[config.mk]
export PLATFORM = sky130hd
export DESIGN_NAME = load_store_unit
export DESIGN_NICKNAME = d
export VERILOG_FILES = /design/src/rtl/load_store_unit.sv
export SDC_FILE = /design/constraint.sdc
export NUM_CORES = 1
export LEC_CHECK = 0
export ABC_AREA = 1
export CAP_MARGIN = 20
export CORE_MARGIN = 2
export CORE_UTILIZATION = 30
export DETAILED_ROUTE_END_ITERATION = 10
export SETUP_SLACK_MARGIN = 0.02
export SYNTH_ARGS = -nofsm -noshare
export SYNTH_HDL_FRONTEND = slang
export SYNTH_SLANG_ARGS = --single-unit
[constraint.sdc]
create_clock -name clk -period 6.09 [get_ports clk]
set_input_delay 0.9135 -clock clk [delete_from_list [all_inputs] [get_ports clk]]
set_output_delay 0.9135 -clock clk [all_outputs]
set_load 0.01 [all_outputs]
[src/rtl/load_store_unit.sv]
// load_store_unit: byte/half/word load-store sequencer, sub-word stores by read-modify-write.
// Define LSU_ALIGN_CHECK_EN to flag misaligned/reserved accesses instead of masking low address bits.
module load_store_unit #(
  parameter int ADDR_W = 32,
  parameter int DATA_W = 32
) (
  input  logic              clk,
  input  logic              reset,
  input  logic              req,
  input  logic              we,
  input  logic [1:0]        size,
  input  logic              sign_ext,
  input  logic [ADDR_W-1:0] addr,
  input  logic [DATA_W-1:0] wdata,
  output logic              busy,
  output logic              done,
  output logic [DATA_W-1:0] rdata,
  output logic              misaligned,
  output logic [ADDR_W-1:0] mem_addr,
  output logic              mem_read,
  output logic              mem_write,
  output logic [DATA_W-1:0] mem_wdata,
  input  logic [DATA_W-1:0] mem_rdata
);
  typedef enum logic [1:0] {IDLE, READ, WRITE, DONE} state_t;
  state_t r_state, w_next;
  logic [ADDR_W-1:0] r_addr;
  logic [DATA_W-1:0] r_wdata, r_merged, r_rdata;
  logic [1:0] r_size, w_off;
  logic r_we, r_sext, r_mis, w_mis, w_byte, w_half;
  logic [DATA_W-1:0] w_mask, w_lane, w_load, w_merge;
`ifdef LSU_ALIGN_CHECK_EN
  assign w_mis = (size == 2'b11) | (size == 2'b10 & |addr[1:0]) | (size == 2'b01 & addr[0]);
`else
  assign w_mis = 1'b0;
`endif
  // Reserved size only reaches the datapath when unchecked, where it acts as a word.
  assign w_byte = r_size == 2'b00;
  assign w_half = r_size == 2'b01;
  assign w_off = w_byte ? r_addr[1:0] : w_half ? {r_addr[1], 1'b0} : 2'b00;
  assign w_mask = w_byte ? 32'h0000_00FF : w_half ? 32'h0000_FFFF : 32'hFFFF_FFFF;
  assign w_lane = (mem_rdata >> {w_off, 3'b000}) & w_mask;
  assign w_load = w_byte ? {{24{r_sext & w_lane[7]}}, w_lane[7:0]} :
                  w_half ? {{16{r_sext & w_lane[15]}}, w_lane[15:0]} : w_lane;
  assign w_merge = (mem_rdata & ~(w_mask << {w_off, 3'b000})) | ((r_wdata & w_mask) << {w_off, 3'b000});
  always_ff @(posedge clk or posedge reset) begin
    if (reset) r_state <= IDLE;
    else r_state <= w_next;
  end
  always_comb begin
    w_next = IDLE;
    w_next = r_state == IDLE  ? (req ? (w_mis ? DONE : (we & size[1]) ? WRITE : READ) : IDLE) :
             r_state == READ  ? (r_we ? WRITE : DONE) :
             r_state == WRITE ? DONE : IDLE;
  end
  always_ff @(posedge clk or posedge reset) begin
    if (reset) begin
      r_addr   <= '0;
      r_we     <= 1'b0;
      r_size   <= 2'b00;
      r_sext   <= 1'b0;
      r_wdata  <= '0;
      r_mis    <= 1'b0;
      r_merged <= '0;
      r_rdata  <= '0;
    end else begin
      if (r_state == IDLE && req) begin
        r_addr   <= addr;
        r_we     <= we;
        r_size   <= size;
        r_sext   <= sign_ext;
        r_wdata  <= wdata;
        r_mis    <= w_mis;
        r_merged <= wdata;
      end
      if (r_state == READ) begin
        if (r_we) r_merged <= w_merge;
        else r_rdata <= w_load;
      end
    end
  end
  assign busy       = r_state != IDLE;
  assign done       = r_state == DONE;
  assign misaligned = done & r_mis;
  assign mem_read   = r_state == READ;
  assign mem_write  = r_state == WRITE;
  assign mem_addr   = {r_addr[ADDR_W-1:2], 2'b00};
  assign mem_wdata  = r_merged;
  assign rdata      = r_rdata;
endmodule

==> run summary, run 1 <==
Run status -> finished, final reports clean
Delay-heaviest family, CP -> simple AND/OR/NAND/NOR gates
IO Pins -> 204
Compound-Gate Fraction of Synth Area -> 0.110
Peak Freq -> 272 MHz
Adder-Cell Fraction of Synth Area -> 0.00740
Top cells by area, synth -> dfrtp_1 (50%), nand2_1 (20%), o21ai_0 (4.3%), nor2_1 (4.1%), buf_4 (4.0%)
Critical setup path kind -> reg2reg
Yosys warns -> 0
Data required time of the critical path -> 6370 ps
R2R Setup Slk -> 2410 ps
Worst skew pair latency -> 430 ps
Main combinational cell family by area after synthesis -> simple AND/OR/NAND/NOR gates
Reg clk slew, reported paths -> 60 ps
Largest net degree at the start of global routing -> 79
Mux share of post-synthesis cell area -> 0
Clock root cell -> clkbuf_16
Post-CTS Repair Setup Buffers -> 0
Die area -> 0.0238 mm²
Initial core utilization -> 0.308
Area growth, synth to finish -> 37.7%
Critical Path Start -> r_size[1]
H-Tree Depth -> 4
GR Util All Layers -> 0.191
Vias in the first global route -> 6,127
First-pass GRT wire length -> 34.8 mm
Sw Share -> 0.405
Synth Area in Simple Gates -> 0.280
Worst Min Path Start -> r_addr[2]
Post-CTS Hold Buffers -> 0
Clock Power Share -> 0.203
GRT overflow -> 0
Maximum VDD drop -> 0.000217 V
Hold endpoint -> r_addr[2]
Worst-Margin Slew -> 1080 ps
Num CTS Buffers -> 17
Seq pwr share -> 0.315
Buffers & Inverters on Critical Path -> 1
EDFF count, synth -> 0
Hold depth -> 2
Rows -> 54
Layout Nets -> 1,155
Switch Pwr -> 2.09 mW
WL/cell -> 16.8 µm
Tcrit/Tclk final -> 0.604
Synthesized area -> 0.00676 mm²
Fin. max-slew vios -> 0
Met2 routed WL -> 10.3 mm
Final setup viols -> 0
Chip Width -> 154 µm
Final Hold Vio Count -> 0
Synth Area per Inst -> 7.52 µm²
Buffer levels on the longest clock path -> 2
Hold Crit Class -> reg2reg
Largest area contributor in the netlist -> dfrtp_1
Met3 wire length -> 1.56 mm
Min Tclk post-route -> 3680 ps
Total Wirelength -> 22.6 mm
DRC -> 0
R2R depth -> 6
Seq/Total Area, Yosys -> 0.496
Netlist cell types -> 30
Resize count post-CTS -> 0
Post-synth top flop -> dfrtp_1
Synth Area in XOR/XNOR -> 0
Cell count after synthesis -> 900
Top cell by count, worst path -> nand2_1
Placed instance area -> 0.00871 mm²
Max_cap viols -> 0
Slew headroom -> 0.278
Leakage -> 4.59 nW
RSZ-0062 raised after global routing -> no
Power Density -> 553 mW/mm²
Async SR Flop Fraction -> 1.00
Via density -> 4.68
R2R Path End -> mem_wdata[1]
Finished Cell Area -> 0.00931 mm²
Final ANT Viol Nets -> 0
#FFs+latches synth -> 134
Layout Skew -> 5.61 ps
Critical Path, Cell by Cell -> nor2_2, nand2_1, nand2_1, inv_1, o21ai_0, a21oi_1
Slowest CP cell -> nand2_1
Met1 WL -> 10.1 mm
IO Port Bufs -> 200
Core area -> 0.0220 mm²
Post-synth top area share -> 0.496
CTS tree -> yes
DRT iter0 DRCs -> 483
Die height -> 154 µm
Share of post-route cells with drive strength above 1 -> 0.0471
Detailed-route via count -> 6,279
Internal Pwr Total -> 3.06 mW
WP data arrival -> 3960 ps
Fin Setup TNS -> 0 ps
DP HPWL -> 16.1 mm
Top Metal Used -> met4
Crit Path Max Fanout -> 34
R2r startpoint -> r_size[1]
Critical path capture point type -> flop
Largest stage delay, worst path -> 830 ps
Placer congestion estimate -> 0.898
Combinational power share -> 0.482
Initial antenna violation count -> 2
Clock Sinks -> 134
Drt first pass iters -> 5
Critical path startpoint category -> flop
per-layer routing:
layer  vias up  track usage
met5         -            0
met4         0       0.0748
met3        34       0.0519
met2       212        0.300
met1      2935        0.252
li1       3098            -
power by group through the flow:
stage          Sequential (mW)  Combinational [mW]  Clock (mW)
4_1_cts                   1.62                2.50        1.07
5_1_grt                   1.67                2.77        1.11
3_3_place_gp              1.63                2.46           0
6_report                  1.62                2.48        1.05
2_1_floorplan             1.64                1.49           0
3_5_place_dp              1.63                2.49           0
cells in the final DEF, fill, tap and decap left out, drive strengths merged, types with 5 or more instances in the layout:
cell type	n
buf	5
nor2	75
dfrtp	134
o22ai	14
clkdlybuf4s50	200
clkbuf	24
nand2	364
a31oi	14
o21ai	61
inv	69
nand3	37
o211ai	6
a21oi	39
metrics by stage:
| stage | cells | total power, mW | util | setup slack (ps) | hold slack (ps) |
|---|---|---|---|---|---|
| floorplan | 902 | 3.12 | - | 1590 | 449 |
| global placement | 1309 | 4.09 | 0.397 | 2610 | 462 |
| detailed placement | 1309 | 4.11 | 0.397 | 2490 | 464 |
| CTS | 1341 | 5.19 | 0.424 | 2450 | 479 |
| global route | 1343 | 5.55 | 0.424 | 2000 | 497 |
| finish | 1343 | 5.15 | 0.424 | 2410 | 474 |
sequential cells by signal, indices dropped and copies added (netlist names):
signal / count
mem_wdata: 32
r_addr: 32
r_sext: 1
r_size: 2
r_state: 2
r_wdata: 32
r_we: 1
rdata: 32
worst max path at each step:
stage | endpoint | slack, ps | cells past startpoint
after floorplan | mem_wdata[0] | 1590 | 1
after global placement | mem_wdata[1] | 2610 | 6
after detailed placement | mem_wdata[1] | 2490 | 6
after CTS | mem_wdata[1] | 2450 | 6
after global routing | mem_wdata[1] | 2000 | 6
final | mem_wdata[1] | 2410 | 6
layout make-up:
class / count / area, µm²
inverter: 69 / 267
timing repair buffer: 205 / 2040
multi-input combinational: 621 / 2700
antenna: 2 / 5.00
fill: 2214 / 12600
clock inverter: 8 / 95.1
clock buffer: 24 / 502
sequential: 134 / 3350
tap: 280 / 350
synthesized netlist by cell type, types with 11 or more instances:
master      n
a21oi_1    39
a31oi_1    14
buf_2      11
buf_4      36
clkbuf_1   23
dfrtp_1   134
inv_1      65
nand2_1   360
nand3_1    34
nor2_1     73
o21ai_0    58
o22ai_1    14
logic make-up after synthesis:
| group | Yosys count |
|---|---|
| other cells | 1 |
| flops | 134 |
| simple gates | 477 |
| fa+ha+maj | 4 |
| buf+inv | 147 |
| compound gates | 137 |
worst register-to-register path, stage by stage, from the launching register on:
cell and delay [ps]:
dfrtp_1 780, nor2_2 810, nand2_1 830, nand2_1 640, inv_1 160, o21ai_0 230, a21oi_1 90
No activity file was read; power rests on OpenSTA's default activity.
==> run 2: changes to the inputs <==
==> constraint.sdc (replaced) <==
create_clock -name clk -period 3.4 [get_ports clk]
set_input_delay 0.51 -clock clk [delete_from_list [all_inputs] [get_ports clk]]
set_output_delay 0.51 -clock clk [all_outputs]
set_load 0.01 [all_outputs]
==> run summary, run 2 (synthesis gave the netlist of run 1 again) <==
GRT overflow -> 0 (unchanged)
Top cell by count, worst path -> inv_1
Placed instance area -> 0.00877 mm² (+0.65%)
Resize count post-CTS -> 0 (unchanged)
Slew headroom -> 0.439 (+0.162)
Final setup viols -> 0 (unchanged)
Filler cell count in the final layout -> 2,217 (+0.14%)
DRT iter0 DRCs -> 470 (-2.7%)
Buffer levels on the longest clock path -> 2 (unchanged)
RSZ-0062 raised after global routing -> no
Placer congestion estimate -> 0.901 (+0.37%)
GR Util All Layers -> 0.191 (-0.000784)
Run status -> finished, final reports clean
WP data arrival -> 1730 ps (-2230 ps)
R2R Setup Slk -> 1200 ps (-1210 ps)
Worst-Margin Slew -> 841 ps (-242 ps)
Commonest non-fill, non-tap cell in the layout -> nand2_1
Chip Width -> 154 µm (unchanged)
Critical Path Start -> r_state[0]
Commonest non-fill, non-tap cells in the layout -> nand2_1 (359), clkdlybuf4s50_1 (200), dfrtp_1 (134), nor2_1 (73), inv_1 (64)
Share of post-route cells with drive strength above 1 -> 0.0507 (+0.00358)
Maximum VDD drop -> 0.000463 V (+110%)
Leakage -> 4.61 nW (+0.49%)
Initial antenna violation count -> 2 (unchanged)
Via density -> 4.61 (-1.4%)
Total Wirelength -> 22.5 mm (-0.37%)
Max_cap viols -> 0 (unchanged)
Post-CTS Hold Buffers -> 0 (unchanged)
Largest stage delay, worst path -> 540 ps (-290 ps)
Hold Crit Class -> in2async
Reg clk slew, reported paths -> 60 ps (about the same)
Critical setup path kind -> reg2out
Finished Cell Area -> 0.00935 mm² (+0.40%)
Core area -> 0.0220 mm² (unchanged)
Tcrit/Tclk final -> 0.658
Initial core utilization -> 0.308 (unchanged)
IO Port Bufs -> 200 (unchanged)
Crit Path Max Fanout -> 3 (-91%)
Worst skew pair latency -> 430 ps (about the same)
Data required time of the critical path -> 2890 ps (-3480 ps)
Peak Freq -> 447 MHz
Layout Nets -> 1,161 (+0.52%)
Die area -> 0.0238 mm² (unchanged)
H-Tree Depth -> 4 (unchanged)
Num CTS Buffers -> 17 (unchanged)
Min Tclk post-route -> 2240 ps
DRC -> 0 (unchanged)
IO Pins -> 204 (unchanged)
Post-CTS Repair Setup Buffers -> 0 (unchanged)
Critical path startpoint category -> flop
Largest net degree at the start of global routing -> 75 (-5.1%)
Area growth, synth to finish -> 38.3%
Power Density -> 989 mW/mm² (+79%)
Clock Sinks -> 134 (unchanged)
Drt first pass iters -> 5 (unchanged)
Critical Path, Cell by Cell -> inv_1, ha_1, inv_1, clkdlybuf4s50_1
Slowest CP cell -> clkdlybuf4s50_1
Fin Setup TNS -> 0 ps (unchanged)
Fin. max-slew vios -> 0 (unchanged)
Final Hold Vio Count -> 0 (unchanged)
Critical path capture point type -> output pin
DP HPWL -> 16.1 mm (+0.20%)
CTS tree -> yes
Clock root cell -> clkbuf_16
R2R depth -> 8 (+2)
WL/cell -> 16.7 µm (-0.66%)
Die height -> 154 µm (unchanged)
CP endpoint -> busy
Vias in the first global route -> 6,143 (+0.26%)
R2r startpoint -> r_size[1]
R2R Path End -> mem_wdata[22]
Layout Skew -> 6.40 ps (+0.789 ps)
Final ANT Viol Nets -> 0 (unchanged)
First-pass GRT wire length -> 34.7 mm (-0.14%)
Rows -> 54 (unchanged)
Detailed-route via count -> 6,207 (-1.1%)
[run 2: cell count changes in the layout (fill, tap and decap cells not counted)]
cell,before,now
buf_4,5,10
clkbuf_8,5,1
buf_12,0,1
bufinv_16,2,3
clkinv_2,4,5
clkinv_4,0,1
inv_6,1,0
[run 2: report_power, final]
group	internal [mW]	total [mW]	switching, mW	leakage, nW
logic	1.95	4.53	2.58	2.71
clock network	1.16	1.86	0.701	0.285
registers	2.39	2.86	0.474	1.62
total	5.50	9.25	3.75	4.61
[run 2: cell type report]
class,instances,area [µm²],area share
flip-flops and latches,134,3350,0.359
diodes,2,5.00,0.000535
multi-input cells,621,2700,0.289
inverters,69,265,0.0284
well taps,280,350,0.0375
repair buffers,211,2100,0.224
clock buffers,20,447,0.0478
clock inverters,10,131,0.0140
[run 2: worst min path at each step]
stage | slack, ps | to | cells past startpoint | start
global route | 310 | r_addr[6] | 2 | reset
CTS | 310 | r_addr[6] | 2 | reset
floorplan | 450 | r_wdata[16] | 2 | r_wdata[16]
detailed placement | 460 | r_addr[20] | 2 | r_addr[20]
global placement | 460 | r_addr[28] | 2 | r_addr[28]
finish | 320 | r_addr[6] | 2 | reset
[run 2: stage by stage]
step	std cells	hold slack, ps	utilization	total power, mW	worst slack [ps]
floorplan	902	449	-	5.59	1220
global placement	1315	463	0.399	7.36	1180
detailed placement	1315	464	0.399	7.40	1210
CTS	1345	311	0.426	9.31	1140
global route	1347	310	0.426	9.97	920
finish	1347	322	0.426	9.25	1160
[run 2: metal layers]
metal	vias up	global-route usage	routed length, µm
met3	33	0.0448	1280
li1	3099	-	-
met2	189	0.299	10300
met5	-	0	0
met1	2886	0.258	10400
met4	0	0.0663	503
[run 2: worst max-delay path, delay by kind of cell, from the launching register on]
kind	cells	cell delay [ps]
DFF	1	370
buffers and inverters	3	690
adders and majority gates	1	230
==> run 3: changes to the inputs <==
==> constraint.sdc (replaced) <==
create_clock -name clk -period 1.8 [get_ports clk]
set_input_delay 0.27 -clock clk [delete_from_list [all_inputs] [get_ports clk]]
set_output_delay 0.27 -clock clk [all_outputs]
set_load 0.01 [all_outputs]
==> run summary, run 3 (synthesis gave the netlist of run 1 again) <==
DP HPWL -> 16.7 mm (+3.8%)
Leakage -> 4.76 nW (+3.3%)
Max_cap viols -> 0 (unchanged)
IO Port Bufs -> 200 (unchanged)
Placer congestion estimate -> 0.885 (-1.8%)
Buffer levels on the longest clock path -> 2 (unchanged)
Worst skew pair latency -> 420 ps (about the same)
Commonest non-fill, non-tap cell in the layout -> nand2_1
Sw Share -> 0.399 (-0.00635)
Switch Pwr -> 7.17 mW (+91%)
GRT overflow -> 0 (unchanged)
Critical path startpoint category -> flop
Largest stage delay, worst path -> 400 ps (-140 ps)
Clock Power Share -> 0.200 (about the same)
Internal Pwr Total -> 10.8 mW (+96%)
Diodes inserted -> 0 (-2)
Area growth, synth to finish -> 42.7%
Slowest CP cell -> dfrtp_1
Critical setup path kind -> reg2out
DRC -> 0 (unchanged)
Critical path capture point type -> output pin
Critical Path, Cell by Cell -> inv_1, ha_2, inv_1, dlygate4sd2_1
Largest net degree at the start of global routing -> 43 (-43%)
Top cell by count, worst path -> inv_1
Core area -> 0.0220 mm² (unchanged)
Clock root cell -> clkbuf_16
R2R depth -> 9 (+1)
Tcrit/Tclk final -> 0.952
GR Util All Layers -> 0.196 (+0.00502)
Combinational power share -> 0.501 (+0.012)
Commonest non-fill, non-tap cells in the layout -> nand2_1 (357), clkdlybuf4s50_1 (196), dfrtp_1 (134), nor2_1 (73), inv_1 (63)
Share of post-route cells with drive strength above 1 -> 0.0728 (+0.0221)
DRT iter0 DRCs -> 480 (+2.1%)
Die height -> 154 µm (unchanged)
Layout Nets -> 1,180 (+1.6%)
Reg clk slew, reported paths -> 60 ps (about the same)
RSZ-0062 raised after global routing -> yes
Seq pwr share -> 0.299 (-0.011)
Buffers & Inverters on Critical Path -> 3 (unchanged)
Drt first pass iters -> 5 (unchanged)
Num CTS Buffers -> 17 (unchanged)
Peak Freq -> 584 MHz
Non-Filler Instances -> 1,365 (+1.3%)
Via density -> 4.63 (+0.41%)
Total Wirelength -> 22.7 mm (+0.94%)
IO Pins -> 204 (unchanged)
WP data arrival -> 1440 ps (-290 ps)
Clock Sinks -> 134 (unchanged)
First-pass GRT wire length -> 35.9 mm (+3.4%)
Detailed-route via count -> 6,316 (+1.8%)
Vias in the first global route -> 6,417 (+4.5%)
Layout Skew -> 10.6 ps (+4.23 ps)
Power Density -> 1860 mW/mm² (+88%)
Initial antenna violation count -> 0 (-2)
R2R Path End -> rdata[22]
Maximum VDD drop -> 0.000565 V (+22%)
Rows -> 54 (unchanged)
Placed cells -> 1,331 (+1.2%)
Data required time of the critical path -> 1530 ps (-1360 ps)
Run status -> finished, final reports clean
Final ANT Viol Nets -> 0 (unchanged)
Final Hold Vio Count -> 0 (unchanged)
Fin. max-slew vios -> 0 (unchanged)
Min Tclk post-route -> 1710 ps
R2r startpoint -> r_size[1]
Delay-heaviest family, CP -> buffers and inverters
Crit Path Max Fanout -> 3 (unchanged)
WL/cell -> 16.7 µm (-0.39%)
R2R Setup Slk -> 150 ps (-1050 ps)
Chip Width -> 154 µm (unchanged)
CTS tree -> yes
Final setup viols -> 0 (unchanged)
Die area -> 0.0238 mm² (unchanged)
Util after Layout -> 0.440 (+0.0137)
H-Tree Depth -> 4 (unchanged)
Hold Crit Class -> in2async
Initial core utilization -> 0.308 (unchanged)
-- run 3: changes by cell type in the layout (fill, tap and decap cells not counted), sizes merged --
cell / before / now
clkdlybuf4s50: 200 / 196
buf: 11 / 28
diode: 2 / 0
dlygate4sd2: 0 / 4
clkbuf: 20 / 23
clkinvlp: 2 / 3
clkinv: 6 / 4
nor2: 75 / 76
-- run 3: area by class of cell --
| cell class | instances | area [µm²] |
|---|---|---|
| well taps | 280 | 350 |
| multi-input cells | 622 | 2730 |
| fillers | 2174 | 12300 |
| flip-flops and latches | 134 | 3350 |
| inverters | 69 | 265 |
| clock inverters | 9 | 125 |
| clock buffers | 22 | 474 |
| repair buffers | 229 | 2360 |
-- run 3: metrics by stage --
stage | TNS (ps) | instance area (µm²) | hold slack, ps | setup slack, ps | total power [mW]
6_report | 0 | 9650 | 225 | 87.1 | 18.0
5_1_grt | 0 | 9650 | 244 | 5.49 | 19.4
4_1_cts | 0 | 9600 | 221 | 42.8 | 18.0
3_5_place_dp | 0 | 9000 | 467 | 93.9 | 14.3
3_3_place_gp | 0 | 9000 | 462 | 103 | 14.2
2_1_floorplan | -18110 | 6780 | 380 | -135 | 10.6
-- run 3: metal layers --
| layer | track usage | part of all wire | vias to the layer above |
|---|---|---|---|
| met2 | 0.306 | 0.46 | 221 |
| met1 | 0.264 | 0.45 | 2921 |
| met4 | 0.0596 | 0.020 | 0 |
| li1 | - | - | 3140 |
| met3 | 0.0550 | 0.069 | 34 |
| met5 | 0 | 0 | - |
-- run 3: power groups by stage --
| stage | clock (mW) | combinational [mW] | sequential (mW) |
|---|---|---|---|
| 5_1_grt | 3.77 | 10.0 | 5.56 |
| 2_1_floorplan | 0 | 5.03 | 5.53 |
| 3_3_place_gp | 0 | 8.83 | 5.41 |
| 3_5_place_dp | 0 | 8.88 | 5.42 |
| 4_1_cts | 3.66 | 8.91 | 5.38 |
| 6_report | 3.59 | 9.00 | 5.38 |
-- run 3: worst max-delay path by stage --
stage | from | end | slack, ps | cells after the start
6_report | r_state[0] | busy | 90 | 4
5_1_grt | r_state[1] | busy | 5 | 4
4_1_cts | r_state[0] | busy | 40 | 4
3_5_place_dp | mem_rdata[31] | rdata[28] | 90 | 7
3_3_place_gp | mem_rdata[31] | rdata[20] | 100 | 7
2_1_floorplan | reset | mem_wdata[0] | -140 | 1
-- run 3: what timing repair did --
| item | 4_1_cts | 5_1_grt |
|---|---|---|
| gates resized for setup | 4 | 6 |
| hold buffers | 0 | 0 |
| buffers inserted | 0 | 1 |
| pin swaps | 0 | 1 |
| gates cloned | 0 | 2 |
| endpoints found under the setup margin | 4 | 21 |
==> edit 1 (config.mk and constraints of run 3) <==
The parameter `ADDR_W` goes from 32 to 48.
--- a/src/rtl/load_store_unit.sv
+++ b/src/rtl/load_store_unit.sv
@@ -1,7 +1,7 @@
 // load_store_unit: byte/half/word load-store sequencer, sub-word stores by read-modify-write.
 // Define LSU_ALIGN_CHECK_EN to flag misaligned/reserved accesses instead of masking low address bits.
 module load_store_unit #(
-  parameter int ADDR_W = 32,
+  parameter int ADDR_W = 48,
   parameter int DATA_W = 32
 ) (
   input  logic              clk,
Ports: changed (resized addr and mem_addr); port bits go from 204 to 236. No check against the original RTL was run, so the function may have changed too.
==> edit 1 against run 3 <==
- total power grew 9.4%
- clock skew decreased by 4.2 ps
- sequential cell count grew 16
- setup slack improved by 19 ps
- clock power increased by 8.6%
- die area increased by 10%
- sequential share of layout area grew 0.64 points
- routed wire length grew 12%
- final area grew 10%
- via count is 9.2% higher
- critical path depth shrank 3
- synthesized area increased by 10%
- critical endpoint is now mem_wdata[26]
- largest cell class unchanged
==> edit 1: results (changes against run 3) <==
WL met1 = 10,900 um (was 10,200 um)
Met3 Wirelength = 1580 um (was 1570 um)
Area delta synth->final = 42.2% (was 42.7%)
FF-to-FF Start = r_size[1] (unchanged)
Avg WL per Cell = 17.0 um (was 16.7 um)
Drt via density = 4.63 (about the same)
Antenna violations before repair = 1 (was 0)
Int Pwr = 11,900 uW (was 10,800 uW)
PostCTS Resize Cnt = 6 (was 4)
Worst EP arrival = 1420 ps (was 1440 ps)
Post-DP HPWL = 18,700 um (was 16,700 um)
Met2 usage = 32.5% (was 30.6%)
Post-synthesis adder-cell area fraction = 0.671% (was 0.740%)
# fillers = 2,421 (was 2,174)
First-pass GRT wire length = 39,700 um (was 35,900 um)
Gpl congestion = 0.922 (was 0.885)
Met2 WL = 12,200 um (was 10,500 um)
Share of layout cells above drive strength 1 = 7.63% (was 7.28%)
Comb pwr = 9720 uW (was 9000 uW)
Status = finished clean (unchanged)
IO Port Bufs = 232 (was 200)
Vias in the first global route = 7,054 (was 6,417)
Met1 usage = 25.6% (was 26.4%)
Fin crit period = 1690 ps (was 1710 ps)
Total GRT Usage = 19.6% (about the same)
Clk pwr = 3900 uW (was 3590 uW)
Maximum vdd drop = 0.000865 V (was 0.000565 V)
Worst Skew = 6.46 ps (was 10.6 ps)
Critical-path top delay cell = clkdlybuf4s50_1 (was dfrtp_1)
Tot Pwr = 19,700 uW (was 18,000 uW)
Post-synthesis sequential area ratio = 50.3% (was 49.6%)
Final net count = 1,278 (was 1,180)
Yosys reg bits = 150 (was 134)
Worst hold slack = 321 ps (was 225 ps)
Crit path launch = mem_wdata[26] (was r_state[0])
CP peak stage delay = 570 ps (was 400 ps)
Dpl ws = 65.5 ps (was 93.9 ps)
Largest net degree at the start of global routing = 91 (was 43)
==> edit 1: cell count changes in the layout (fill, tap and decap cells not counted), sizes merged, moves of 3 or more <==
cell and change:
buf +4, nor2 -10, inv -10, nand3 -11, clkdlybuf4s50 +32, clkbuf -5, a32oi +8, o22ai -3
dfrtp +16, nand2 +53
==> edit 1: layout make-up <==
cell class	count	area share, %
Timing Repair Buffer	264	25.0
Antenna cell	1	0.0236
Sequential cell	150	35.4
Inverter	60	2.22
Clock inverter	12	1.92
Clock buffer	18	4.04
Multi-Input combinational cell	662	27.6
Tap cell	324	3.82
==> edit 1: path summary, 6_finish.rpt <==
check	endpoint	cells after the start
setup / recovery	mem_wdata[26]	1
hold / removal	r_addr[37]	3
setup reg to reg	rdata[5]	6
hold reg to reg	r_addr[14]	2
max in group asynchronous	r_size[1]	3
min in group clk	r_addr[18]	3
==> edit 1: through the flow <==
stage	cells	setup TNS [ps]
floorplan	970	-53850
global placement	1460	0
detailed placement	1460	0
CTS	1490	0
global route	1491	0
finish	1491	0
==> edit 2 (settings of run 3) <==
Without the edit above. Re-encode `state_t` (4 states) as one-hot, 4 bits wide.
--- a/src/rtl/load_store_unit.sv
+++ b/src/rtl/load_store_unit.sv
@@ -22,7 +22,7 @@
   output logic [DATA_W-1:0] mem_wdata,
   input  logic [DATA_W-1:0] mem_rdata
 );
-  typedef enum logic [1:0] {IDLE, READ, WRITE, DONE} state_t;
+  typedef enum logic [3:0] {IDLE = 4'b0001, READ = 4'b0010, WRITE = 4'b0100, DONE = 4'b1000} state_t;
   state_t r_state, w_next;
   logic [ADDR_W-1:0] r_addr;
   logic [DATA_W-1:0] r_wdata, r_merged, r_rdata;
Formal check against the unedited RTL: same outputs for any inputs over 4 cycles, from zero or initial values and one cycle with reset high; so few cycles prove little.
==> edit 2 against run 3 <==
- global-route usage shrank 0.99 points
- total power shrank 2.7%
- synthesized area grew 3.1%
- final area grew 2.9%
- setup slack gained 1.7 ps
- routed wire length grew 3.5%
- die area grew 3.0%
- register-to-register slack lost 40 ps
- sequential share of layout area shrank 0.43 points
- synthesized cell count grew 2.7%
- non-clock buffer count grew 9
- sequential cell count grew 2
- highest routed layer unchanged
==> edit 2: results (changes against run 3) <==
Synth area leaders = dfrtp_1 (48%), nand2_1 (19%), buf_4 (4.6%), o21ai_0 (4.2%), a21oi_1 (4.1%) (was dfrtp_1 (50%), nand2_1 (20%), o21ai_0 (4.3%), nor2_1 (4.1%), buf_4 (4.0%))
Worst Slack Setup Final = 88.8 ps (was 87.1 ps)
Final net count = 1,207 (was 1,180)
Critical-path top delay cell = dfrtp_1 (unchanged)
Worst Skew = 7.12 ps (was 10.6 ps)
Share of layout cells above drive strength 1 = 10.8% (was 7.28%)
Worst R2R End = mem_wdata[12] (was rdata[22])
Maximum vdd drop = 0.000619 V (was 0.000565 V)
Hold Crit Class = primary input to asynchronous set/reset pin (unchanged)
Drt via density = 4.65 (was 4.63)
Vias in the first global route = 6,314 (was 6,417)
Initial DRC count = 619 (was 480)
Gpl congestion = 0.893 (was 0.885)
Dpl ws = 60.4 ps (was 93.9 ps)
Leakage = 0.00499 uW (was 0.00476 uW)
Post-DP HPWL = 16,800 um (was 16,700 um)
FF-to-FF Start = r_state[0] (was r_size[1])
Antenna violations before repair = 1 (was 0)
Total GRT Usage = 18.6% (was 19.6%)
Worst-path fanout max = 3 (unchanged)
Post-synthesis sequential area ratio = 48.8% (was 49.6%)
First-pass GRT wire length = 34,900 um (was 35,900 um)
# fillers = 2,332 (was 2,174)
Status = finished clean (unchanged)
Most frequent cells after synthesis = nand2_1 (352), dfrtp_1 (135), inv_1 (70) (was nand2_1 (360), dfrtp_1 (134), nor2_1 (73))
Top delay family on crit path = flip-flops (was buffers and inverters)
Synth cell types = 28 (was 30)
R2R cell count = 10 (was 9)
Avg WL per Cell = 16.8 um (was 16.7 um)
Largest net degree at the start of global routing = 57 (was 43)
Worst reg-to-reg setup slack = 110 ps (was 150 ps)
Placed cell area = 9140 um2 (was 9000 um2)
## edit 2: per-layer routing
metal | global-route usage [%] | up-vias | part of all wire [%]
met5 | 0 | - | 0
met2 | 28.8 | 263 | 45
met1 | 25.7 | 3024 | 46
met4 | 5.72 | 0 | 2.7
li1 | - | 3205 | -
met3 | 4.29 | 34 | 6.9
## edit 2: worst max-delay path by stage
stage,cells past startpoint,to,start
2_1_floorplan,1,mem_wdata[0],reset
3_3_place_gp,7,mem_wdata[13],req
3_5_place_dp,7,mem_wdata[13],req
4_1_cts,4,mem_read,r_state[0]
5_1_grt,9,rdata[27],r_size[0]
6_report,3,done,r_state[1]
## edit 2: where the power goes
part,total (uW),switching (uW),leakage [uW],internal (uW)
registers,5470,919,0.00164,4550
clock network,3480,1380,0.000282,2100
logic,8540,4630,0.00306,3910
## edit 2: per-stage QoR
| stage | instances | utilization, % | hold WS, ps |
|---|---|---|---|
| floorplan | 926 | - | 357 |
| global placement | 1359 | 40.2 | 453 |
| detailed placement | 1359 | 40.2 | 459 |
| CTS | 1392 | 42.9 | 141 |
| global route | 1402 | 43.7 | 147 |
| finish | 1402 | 43.7 | 147 |
## edit 2: cells by family after synthesis
group / Yosys count / synth area share (%)
compound gates: 133 / 10.0
buf+inv: 155 / 11.5
flops: 136 / 48.8
other cells: 1 / 0.0538
simple gates: 499 / 29.6
## edit 2: timing repair
item	CTS	global route
setup endpoints to repair	4	86
pin swaps	0	8
gates cloned	0	5
buffers inserted	1	5
gates resized for setup	10	24
## edit 2: worst reg2reg max path: cells and delay by family, from the launching register on
family | cells | cell delay [ps]
flops | 1 | 560
buf+inv | 3 | 420
compound gates | 1 | 40
simple gates | 6 | 610
## edit 2: cell type report
cell class              instances  area share, %
clock buffers                  20           4.60
clock inverters                12           1.26
inverters                      75           2.92
multi-input cells             636           28.6
flip-flops and latches        136           34.3
well taps                     285           3.59
repair buffers                238           24.7
